[src/rtl/pipe_stage_hs_pkg.sv]
// Shared constants for the generic pipeline stage register pipe_stage_hs.
// Holds the default payload widths, the per-boundary widths of the classic
// IF/ID, ID/EX, EX/MEM and MEM/WB instances, and the occupancy width helper.
// Optional feature macro: PIPE_SKID_EN (adds one skid entry per slot).
package pipe_stage_hs_pkg;

    // Default payload split: control bits are cleared on a bubble, data bits are not.
    localparam int PIPE_DEF_CTRL_W = 16;
    localparam int PIPE_DEF_DATA_W = 256;
    localparam int PIPE_DEF_DEPTH  = 1;

    // Pipeline boundaries that historically had their own fixed register block.
    typedef enum logic [1:0] {
        BND_IF_ID  = 2'd0,
        BND_ID_EX  = 2'd1,
        BND_EX_MEM = 2'd2,
        BND_MEM_WB = 2'd3
    } pipe_boundary_e;

    // Control-field width used at each boundary.
    function automatic int boundary_ctrl_w(input pipe_boundary_e bnd);
        int w;
        case (bnd)
            BND_IF_ID:  w = 2;
            BND_ID_EX:  w = 16;
            BND_EX_MEM: w = 8;
            BND_MEM_WB: w = 4;
            default:    w = PIPE_DEF_CTRL_W;
        endcase
        return w;
    endfunction

    // Data-field width used at each boundary.
    function automatic int boundary_data_w(input pipe_boundary_e bnd);
        int w;
        case (bnd)
            BND_IF_ID:  w = 64;
            BND_ID_EX:  w = 256;
            BND_EX_MEM: w = 160;
            BND_MEM_WB: w = 96;
            default:    w = PIPE_DEF_DATA_W;
        endcase
        return w;
    endfunction

    // Width of the occupancy counter: must hold 0..2*depth (skid capacity).
    function automatic int occ_width(input int depth);
        return $clog2(2 * depth + 1);
    endfunction

endpackage

[src/rtl/pipe_stage_hs_slot.sv]
// One slot of pipe_stage_hs: valid bit, control and data registers and the
// local valid/ready handshake. Slots are chained by the top module.
// With PIPE_SKID_EN defined the slot carries a second (skid) entry and its
// upstream ready is taken straight from a flop, breaking the ready ripple.
module pipe_stage_hs_slot
    import pipe_stage_hs_pkg::*;
#(
    parameter int CTRL_W = PIPE_DEF_CTRL_W,
    parameter int DATA_W = PIPE_DEF_DATA_W
) (
    input  logic              clk,
    input  logic              reset,
    input  logic              flush_i,
    input  logic              up_valid_i,
    output logic              up_ready_o,
    input  logic [CTRL_W-1:0] up_ctrl_i,
    input  logic [DATA_W-1:0] up_data_i,
    output logic              dn_valid_o,
    input  logic              dn_ready_i,
    output logic [CTRL_W-1:0] dn_ctrl_o,
    output logic [DATA_W-1:0] dn_data_o
);

    logic              valid_q, valid_d;
    logic [CTRL_W-1:0] ctrl_q,  ctrl_d;
    logic [DATA_W-1:0] data_q,  data_d;
    logic              accept_s;

`ifdef PIPE_SKID_EN
    logic              skid_valid_q, skid_valid_d;
    logic [CTRL_W-1:0] skid_ctrl_q,  skid_ctrl_d;
    logic [DATA_W-1:0] skid_data_q,  skid_data_d;
    logic              main_free_s;

    // Next state of main and skid entries; the skid only fills while the main entry is stuck.
    always_comb begin
        up_ready_o   = ~skid_valid_q;
        accept_s     = up_valid_i & ~skid_valid_q;
        main_free_s  = ~valid_q | dn_ready_i;
        valid_d      = valid_q;
        ctrl_d       = ctrl_q;
        data_d       = data_q;
        skid_valid_d = skid_valid_q;
        skid_ctrl_d  = skid_ctrl_q;
        skid_data_d  = skid_data_q;
        if (flush_i) begin
            valid_d      = 1'b0;
            ctrl_d       = {CTRL_W{1'b0}};
            skid_valid_d = 1'b0;
            skid_ctrl_d  = {CTRL_W{1'b0}};
        end else if (main_free_s) begin
            if (skid_valid_q) begin
                // Older skid entry moves up; no accept is possible while it is full.
                valid_d      = 1'b1;
                ctrl_d       = skid_ctrl_q;
                data_d       = skid_data_q;
                skid_valid_d = 1'b0;
                skid_ctrl_d  = {CTRL_W{1'b0}};
            end else if (accept_s) begin
                valid_d = 1'b1;
                ctrl_d  = up_ctrl_i;
                data_d  = up_data_i;
            end else begin
                valid_d = 1'b0;
                ctrl_d  = {CTRL_W{1'b0}};
            end
        end else if (accept_s) begin
            skid_valid_d = 1'b1;
            skid_ctrl_d  = up_ctrl_i;
            skid_data_d  = up_data_i;
        end else begin
            skid_valid_d = skid_valid_q;
        end
    end

    // Skid entry registers; reset clears payload as well as the valid bit.
    always_ff @(posedge clk) begin
        if (reset) begin
            skid_valid_q <= 1'b0;
            skid_ctrl_q  <= {CTRL_W{1'b0}};
            skid_data_q  <= {DATA_W{1'b0}};
        end else begin
            skid_valid_q <= skid_valid_d;
            skid_ctrl_q  <= skid_ctrl_d;
            skid_data_q  <= skid_data_d;
        end
    end
`else
    // Next state of the single entry; ready ripples combinationally from downstream.
    always_comb begin
        up_ready_o = ~valid_q | dn_ready_i;
        accept_s   = up_valid_i & up_ready_o;
        valid_d    = valid_q;
        ctrl_d     = ctrl_q;
        data_d     = data_q;
        if (flush_i) begin
            valid_d = 1'b0;
            ctrl_d  = {CTRL_W{1'b0}};
        end else if (accept_s) begin
            valid_d = 1'b1;
            ctrl_d  = up_ctrl_i;
            data_d  = up_data_i;
        end else if (valid_q & dn_ready_i) begin
            valid_d = 1'b0;
            ctrl_d  = {CTRL_W{1'b0}};
        end else begin
            valid_d = valid_q;
        end
    end
`endif

    // Main entry registers; data only changes when a new entry is loaded.
    always_ff @(posedge clk) begin
        if (reset) begin
            valid_q <= 1'b0;
            ctrl_q  <= {CTRL_W{1'b0}};
            data_q  <= {DATA_W{1'b0}};
        end else begin
            valid_q <= valid_d;
            ctrl_q  <= ctrl_d;
            data_q  <= data_d;
        end
    end

    assign dn_valid_o = valid_q;
    assign dn_ctrl_o  = ctrl_q;
    assign dn_data_o  = data_q;

endmodule

[src/rtl/pipe_stage_hs.sv]
// Generic pipeline register: DEPTH chained slots with valid/ready handshake,
// backpressure stall and flush-to-bubble. Control payload is zeroed on a
// bubble, data payload is held. Optional macro PIPE_SKID_EN adds a skid
// entry per slot so in_ready comes from a flop (capacity 2*DEPTH).
module pipe_stage_hs
    import pipe_stage_hs_pkg::*;
#(
    parameter int CTRL_W = PIPE_DEF_CTRL_W,
    parameter int DATA_W = PIPE_DEF_DATA_W,
    parameter int DEPTH  = PIPE_DEF_DEPTH
) (
    input  logic                             clk,
    input  logic                             reset,
    input  logic                             flush,
    input  logic                             in_valid,
    output logic                             in_ready,
    input  logic [CTRL_W-1:0]                in_ctrl,
    input  logic [DATA_W-1:0]                in_data,
    output logic                             out_valid,
    input  logic                             out_ready,
    output logic [CTRL_W-1:0]                out_ctrl,
    output logic [DATA_W-1:0]                out_data,
    output logic [$clog2(2*DEPTH+1)-1:0]     occupancy
);

    localparam int OCC_W = occ_width(DEPTH);

    // Chain index k is the upstream side of slot k; index DEPTH is the block output.
    logic [DEPTH:0]             chain_valid_s;
    logic [DEPTH:0]             chain_ready_s;
    logic [DEPTH:0][CTRL_W-1:0] chain_ctrl_s;
    logic [DEPTH:0][DATA_W-1:0] chain_data_s;

    logic             in_fire_s;
    logic             out_fire_s;
    logic [OCC_W-1:0] occ_q, occ_d;

    assign chain_valid_s[0]     = in_valid;
    assign chain_ctrl_s[0]      = in_ctrl;
    assign chain_data_s[0]      = in_data;
    assign chain_ready_s[DEPTH] = out_ready;

    for (genvar k = 0; k < DEPTH; k++) begin : g_slot
        pipe_stage_hs_slot #(
            .CTRL_W (CTRL_W),
            .DATA_W (DATA_W)
        ) u_slot (
            .clk        (clk),
            .reset      (reset),
            .flush_i    (flush),
            .up_valid_i (chain_valid_s[k]),
            .up_ready_o (chain_ready_s[k]),
            .up_ctrl_i  (chain_ctrl_s[k]),
            .up_data_i  (chain_data_s[k]),
            .dn_valid_o (chain_valid_s[k+1]),
            .dn_ready_i (chain_ready_s[k+1]),
            .dn_ctrl_o  (chain_ctrl_s[k+1]),
            .dn_data_o  (chain_data_s[k+1])
        );
    end

    // Boundary handshake: flush blocks both sides for the cycle it is high.
    always_comb begin
        in_ready   = chain_ready_s[0] & ~flush;
        out_valid  = chain_valid_s[DEPTH] & ~flush;
        in_fire_s  = in_valid & in_ready;
        out_fire_s = out_valid & out_ready;
        if (out_valid) begin
            out_ctrl = chain_ctrl_s[DEPTH];
        end else begin
            out_ctrl = {CTRL_W{1'b0}};
        end
        out_data = chain_data_s[DEPTH];
    end

    // Occupancy next state: +1 per accept, -1 per emit, flush empties the chain.
    always_comb begin
        occ_d = occ_q;
        if (flush) begin
            occ_d = {OCC_W{1'b0}};
        end else begin
            case ({in_fire_s, out_fire_s})
                2'b10:   occ_d = occ_q + {{(OCC_W-1){1'b0}}, 1'b1};
                2'b01:   occ_d = occ_q - {{(OCC_W-1){1'b0}}, 1'b1};
                default: occ_d = occ_q;
            endcase
        end
    end

    // Occupancy counter register.
    always_ff @(posedge clk) begin
        if (reset) begin
            occ_q <= {OCC_W{1'b0}};
        end else begin
            occ_q <= occ_d;
        end
    end

    assign occupancy = occ_q;

endmodule
[config.mk]
export PLATFORM = sky130hd
export DESIGN_NAME = pipe_stage_hs
export DESIGN_NICKNAME = d
export VERILOG_FILES = /design/src/rtl/pipe_stage_hs_pkg.sv /design/src/rtl/pipe_stage_hs_slot.sv /design/src/rtl/pipe_stage_hs.sv
export SDC_FILE = /design/constraint.sdc
export NUM_CORES = 1
export LEC_CHECK = 0
export BUFFER_PORTS_ARGS = -buffer_cell sky130_fd_sc_hd__buf_4
export CELL_PAD_IN_SITES_DETAIL_PLACEMENT = 0
export CELL_PAD_IN_SITES_GLOBAL_PLACEMENT = 1
export CORE_AREA = 4 4 214 216
export CTS_BUF_LIST = sky130_fd_sc_hd__clkbuf_2 sky130_fd_sc_hd__clkbuf_4 sky130_fd_sc_hd__clkbuf_8
export CTS_CLUSTER_DIAMETER = 100
export DETAILED_ROUTE_END_ITERATION = 12
export DIE_AREA = 0 0 218 220
export PLACE_DENSITY = 0.74
export SETUP_SLACK_MARGIN = 0.02
export SYNTH_ARGS = -nofsm -noshare
export SYNTH_HDL_FRONTEND = slang
export SYNTH_SLANG_ARGS = --single-unit
[constraint.sdc]
create_clock -name clk -period 2.8 [get_ports clk]
set_input_delay 0.14 -clock clk [delete_from_list [all_inputs] [get_ports clk]]
set_output_delay 0.14 -clock clk [all_outputs]
set_load 0.01 [all_outputs]
### Word-level counts from Yosys, hierarchy flattened

Cells that the tools add are included.

| storage, ports and cells | value |
|---|---|
| input port bits | 277 |
| output and inout bits | 276 |
| logic and storage cells | 27 |
| register bits | 275 |

| cells by class | value |
|---|---|
| equality and inequality tests | 2 |
| bitwise operators | 9 |
| reduce and logical (&&, ||, !) cells | 4 |
| add/sub/neg operators | 2 |
| mux-type cells | 6 |

Operators with widths:

| operator | number |
|---|---|
| $mux 16 | 3 |
| $and 1x1->1 | 6 |
| $pmux 2 s2 | 1 |
| $reduce_bool 2->1 | 2 |
| $add 2x1->2 const B | 1 |
| $eq 2x1->1 const B | 1 |
| $eq 2x2->1 const B | 1 |
| $mux 1 | 2 |
| $not 1->1 | 2 |
| $reduce_and 2->1 | 1 |
| $reduce_or 2->1 | 1 |
| $sub 2x1->2 const B | 1 |
| $or 1x1->1 | 1 |

### Logic depth before layout (Yosys ltp)

| depth | value |
|---|---|
| depth after elaboration | 6 |
| mapped depth | 11 |
| mapped depth without buffers | 7 |

### By module

Synthesis repeated with hierarchy kept, for this count alone.

| second synthesis, totals | value |
|---|---|
| cell total of the unflattened synthesis | 1183 |
| area, all modules | 12271.8 um^2 |

Modules (own cells, without submodules):

| module | cells each | instances | seq. area each (um^2) | area each (um^2) |
|---|---|---|---|---|
| pipe_stage_hs_slot | 1153 | 1 | 5465.2 | 12050.3 |
| pipe_stage_hs | 30 | 1 | 40.0 | 221.5 |

### Least setup slack after synthesis

OpenSTA, ideal clock, no wires.

| path | value |
|---|---|
| kind | reg-to-reg |
| start point | register g_slot[0].u_slot.valid_q |
| end point | register occ_q[1], in the netlist occupancy[1] |
| library setup time | 0.071 ns |
| slack | 0.793 ns |
| period minus slack after synthesis | 2.007 ns |
| required time | 2.729 ns |
| arrival time | 1.936 ns |
| buffers on the path | 4 |
| stages on the path, launching flop included | 11 |
| path through | dfxtp_1 nand2b_1 buf_6 nor3b_2 buf_6 buf_6 buf_6 inv_1 ha_1 or3_1 a21oi_1 |

| on the way | value |
|---|---|
| longest elaborated chain between the ends | 6 |
| elaborated cells between the ends (all ways) | 10 |
| classes of those cells | 2 x eq/ne; 1 x mux; 6 x bitwise; 1 x reduce/logical |

Ends and longest elaborated chain:

| element | line | text |
|---|---|---|
| start: declaration | pipe_stage_hs_slot.sv:24 | `logic valid_q, valid_d;` |
| start signal: assignment | pipe_stage_hs_slot.sv:119 | `valid_q <= valid_d;` |
| $not 1->1 | pipe_stage_hs_slot.sv:91 | `up_ready_o = ~valid_q \| dn_ready_i;` |
| $or 1x1->1 | pipe_stage_hs_slot.sv:91 |  |
| $and 1x1->1 | pipe_stage_hs.sv:64 | `in_ready = chain_ready_s[0] & ~flush;` |
| $and 1x1->1 | pipe_stage_hs.sv:66 | `in_fire_s = in_valid & in_ready;` |
| $eq 2x1->1 / $eq 2x2->1 (equally long branches) | pipe_stage_hs.sv:82 | `case ({in_fire_s, out_fire_s})` |
| $pmux 2 s2 / $reduce_bool 2->1 (equally long branches) | -- |  |
| end signal: assignment | pipe_stage_hs.sv:93 | `occ_q <= {OCC_W{1'b0}};` |
| end: declaration | pipe_stage_hs.sv:36 | `logic [OCC_W-1:0] occ_q, occ_d;` |

Parallel ways exist; a longest one is shown, timed or not.
A chain may end at the register's enable or synchronous reset.

### Final worst setup path

| path | value |
|---|---|
| start point | register g_slot[0].u_slot.valid_q |
| end point | register g_slot[0].u_slot.data_q[113] |

| on the way | value |
|---|---|
| longest elaborated chain between the ends | 4 |

Ends and longest elaborated chain:

| element | line | text |
|---|---|---|
| $not 1->1 | pipe_stage_hs_slot.sv:91 |  |
| $or 1x1->1 | pipe_stage_hs_slot.sv:91 |  |
| $and 1x1->1 | pipe_stage_hs_slot.sv:92 | `accept_s = up_valid_i & up_ready_o;` |
| $reduce_and 2->1 (no line) | -- |  |
| end signal: assignment | pipe_stage_hs_slot.sv:117 | `data_q <= {DATA_W{1'b0}};` |
| end signal: assignment | pipe_stage_hs_slot.sv:121 | `data_q <= data_d;` |
| end: declaration | pipe_stage_hs_slot.sv:26 | `logic [DATA_W-1:0] data_q, data_d;` |

Every way passes these cells.

==> impl_metrics.json <==
{
  "core.rowCount": 77,
  "avgSynthCellArea_um2": 10.3,
  "tns_ps": 0,
  "grt_overflow": 0,
  "cts_tree": "built",
  "core_area_mm2": 0.0439,
  "post_cts_resize_count": 0,
  "hold_buffers": 289,
  "synthesis.area_mm2": 0.0124,
  "yosysTopAreaCell": "dfxtp_1",
  "rsz0062_at_grt": "no",
  "ys_seq_area_share_pct": 44.6,
  "hp-class": "input pin to flop",
  "post_cts_buffers": 0,
  "clkTransAtPathRegs_ps": 60,
  "fillerInstances": 4054,
  "hold_start": "out_ready",
  "syn_nets": 1480,
  "drc_errors": 0,
  "synth_cell_types": 23,
  "setup_viol": 0,
  "required_ps": 3300,
  "drv_slew": 0,
  "r2r-start": "g_slot[0].u_slot.dn_valid_o$_SDFFE_PP0P_",
  "grtUsageTotal_pct": 16.3,
  "hpwl_mm": 28.3,
  "finClkSkew_ps": 36.7,
  "relSlewSlack_pct": 55.4,
  "ys_ff_latch": 275,
  "grt_max_degree": 132,
  "register_area_mm2": 0.00551,
  "num_vias": 11155,
  "clock_path_buffers": 3,
  "port_buffers": 552,
  "die_x_um": 218,
  "multi_input_area_mm2": 0.00618,
  "antenna_found_initial": 2,
  "cp.arrival_ps": 2430,
  "wire_per_inst_um": 15.7,
  "drive_gt1_share_pct": 32.1,
  "crit_type": "flop to flop",
  "min_period_ps": 1930,
  "nets": 2297,
  "worst_pin_slew_ps": 669,
  "grt_pass1_vias": 11783,
  "io_pins": 553,
  "postRouteAntennaNets": 0,
  "drt-vias-per-instance": 4.22,
  "clock-sinks": 275,
  "place_congestion": 0.775,
  "timing.fmax_ghz": 0.519,
  "vdd_drop_max_v": 0.000295,
  "numCtsBuffers": 50,
  "firstDrtPassIters": 4,
  "p_leak_nw": 8.96,
  "yosys.area.top_type_share_pct": 44.6,
  "hold_violations": 0,
  "ys_warn_count": 0,
  "die_h_um": 220,
  "drv_cap": 0,
  "area_growth_pct": 67.8,
  "p_per_area_mw_per_mm2": 483,
  "initial_core_util_pct": 28.1,
  "yosys-top-cells-area": "dfxtp_1 (45%), nand2b_1 (26%), mux2i_1 (21%), buf_8 (2.4%), clkbuf_1 (1.9%)",
  "crit_path_start": "g_slot[0].u_slot.dn_valid_o$_SDFFE_PP0P_",
  "die_area_mm2": 0.0480,
  "fin_crit_sh_pct": 68.8,
  "syn_inst": 1202,
  "grt_pass1_wl_mm": 63.4,
  "cp-start-kind": "flop",
  "fin_cells": 2646,
  "cp_max_fo": 32,
  "p_total_mw": 10.0,
  "clock_latency_ps": 610,
  "clock-root-buffer": "clkbuf_8",
  "endpoint_kind": "flop",
  "status": "finished clean",
  "wirelength_mm": 41.4,
  "dr.first_iter.drc_count": 476,
  "dp_cells": 2270,
  "h-tree-depth": 2
}
-- layer usage --
metal  share of wire, %  up-vias  global-route usage [%]
li1                   -     5516                       -
met2                 49      421                    28.2
met5              0.031        -                       0
met3                8.5      105                    5.87
met4                4.0        2                    6.99
met1                 39     5111                    18.1
-- path summary, 6_finish.rpt --
| check | endpoint | slack [ps] | cells past startpoint |
|---|---|---|---|
| min reg2reg | g_slot[0].u_slot.dn_data_o[151]$_SDFFE_PP0P_ | 470 | 2 |
| max | g_slot[0].u_slot.dn_data_o[113]$_SDFFE_PP0P_ | 870 | 5 |
| max reg2reg | g_slot[0].u_slot.dn_data_o[113]$_SDFFE_PP0P_ | 870 | 5 |
| min | occupancy[0]$_SDFFE_PP0P_ | 90 | 5 |
-- cell type report --
type / instances / area share [%]
well taps: 592 / 3.57
multi-input cells: 831 / 29.8
inverters: 2 / 0.0362
clock buffers: 80 / 4.62
diodes: 1 / 0.0121
clock inverters: 6 / 0.398
repair buffers: 859 / 35.0
flip-flops and latches: 275 / 26.6
-- cell usage after synthesis (all sizes together) --
| cell | number |
|---|---|
| ha | 1 |
| a32oi | 16 |
| xnor2 | 1 |
| a21oi | 2 |
| clkbuf | 61 |
| and2 | 17 |
| buf | 33 |
| dfxtp | 275 |
| nor3b | 1 |
| nand2b | 513 |
| or3 | 1 |
| nor2 | 17 |
| mux2i | 257 |
| or2 | 1 |
| nor2b | 2 |
| xor2 | 1 |
| o21ai | 1 |
| inv | 2 |
-- cells by family (layout without fill, tap and decap cells) --
group                    count (synthesis)  after routing  synth area share, %
other                                    0              1                    0
XOR/XNOR                                 2              2                0.142
multiplexers                           257            257                 20.8
AND/OR/NAND/NOR                        552            552                 27.7
buffers and inverters                   96            947                 5.45
adder cells (fa/ha/maj)                  1              1                0.101
AO/OA/AOI/OAI                           19             19                 1.26
flip-flops                             275            275                 44.6
-- state kept, by name, summed over array words and instances, names as in the netlist --
signal	flops
g_slot.u_slot.dn_data_o	256
g_slot.u_slot.dn_ctrl_o	16
occupancy	2
g_slot.u_slot.dn_valid_o	1
-- report_power, final --
part           switching [mW]  total [mW]  internal, mW
clock                    1.67        4.00          2.33
combinational           0.692        1.77          1.08
sequential              0.115        4.23          4.12
total                    2.48        10.0          7.53
-- critical path, stage by stage (launching register included) --
cell and delay [ps]:
dfxtp_1 320, nand2b_1 90, nor3b_4 270, buf_4 320, buf_4 530, mux2i_1 260
-- cells in the final DEF, fill, tap and decap left out, types with 3 or more instances in the layout --
cell type,Yosys,routed
clkbuf_8,0,57
buf_4,2,563
and2_1,17,17
dlygate4sd3_1,0,289
a32oi_1,16,16
clkinv_2,0,3
mux2i_1,257,257
buf_12,2,6
clkbuf_4,0,23
nor2_1,17,17
nand2b_1,513,513
dfxtp_1,275,275
-- metrics by stage --
step	area, um^2	util [%]	hold slack, ps	setup slack [ps]
finish	20700	47.2	94.1	872
global route	20700	47.2	98.0	754
CTS	20700	47.2	32.6	854
detailed placement	16800	38.2	398	850
global placement	16800	38.2	396	925
floorplan	12400	-	295	793
(Power assumes the default switching activity.)
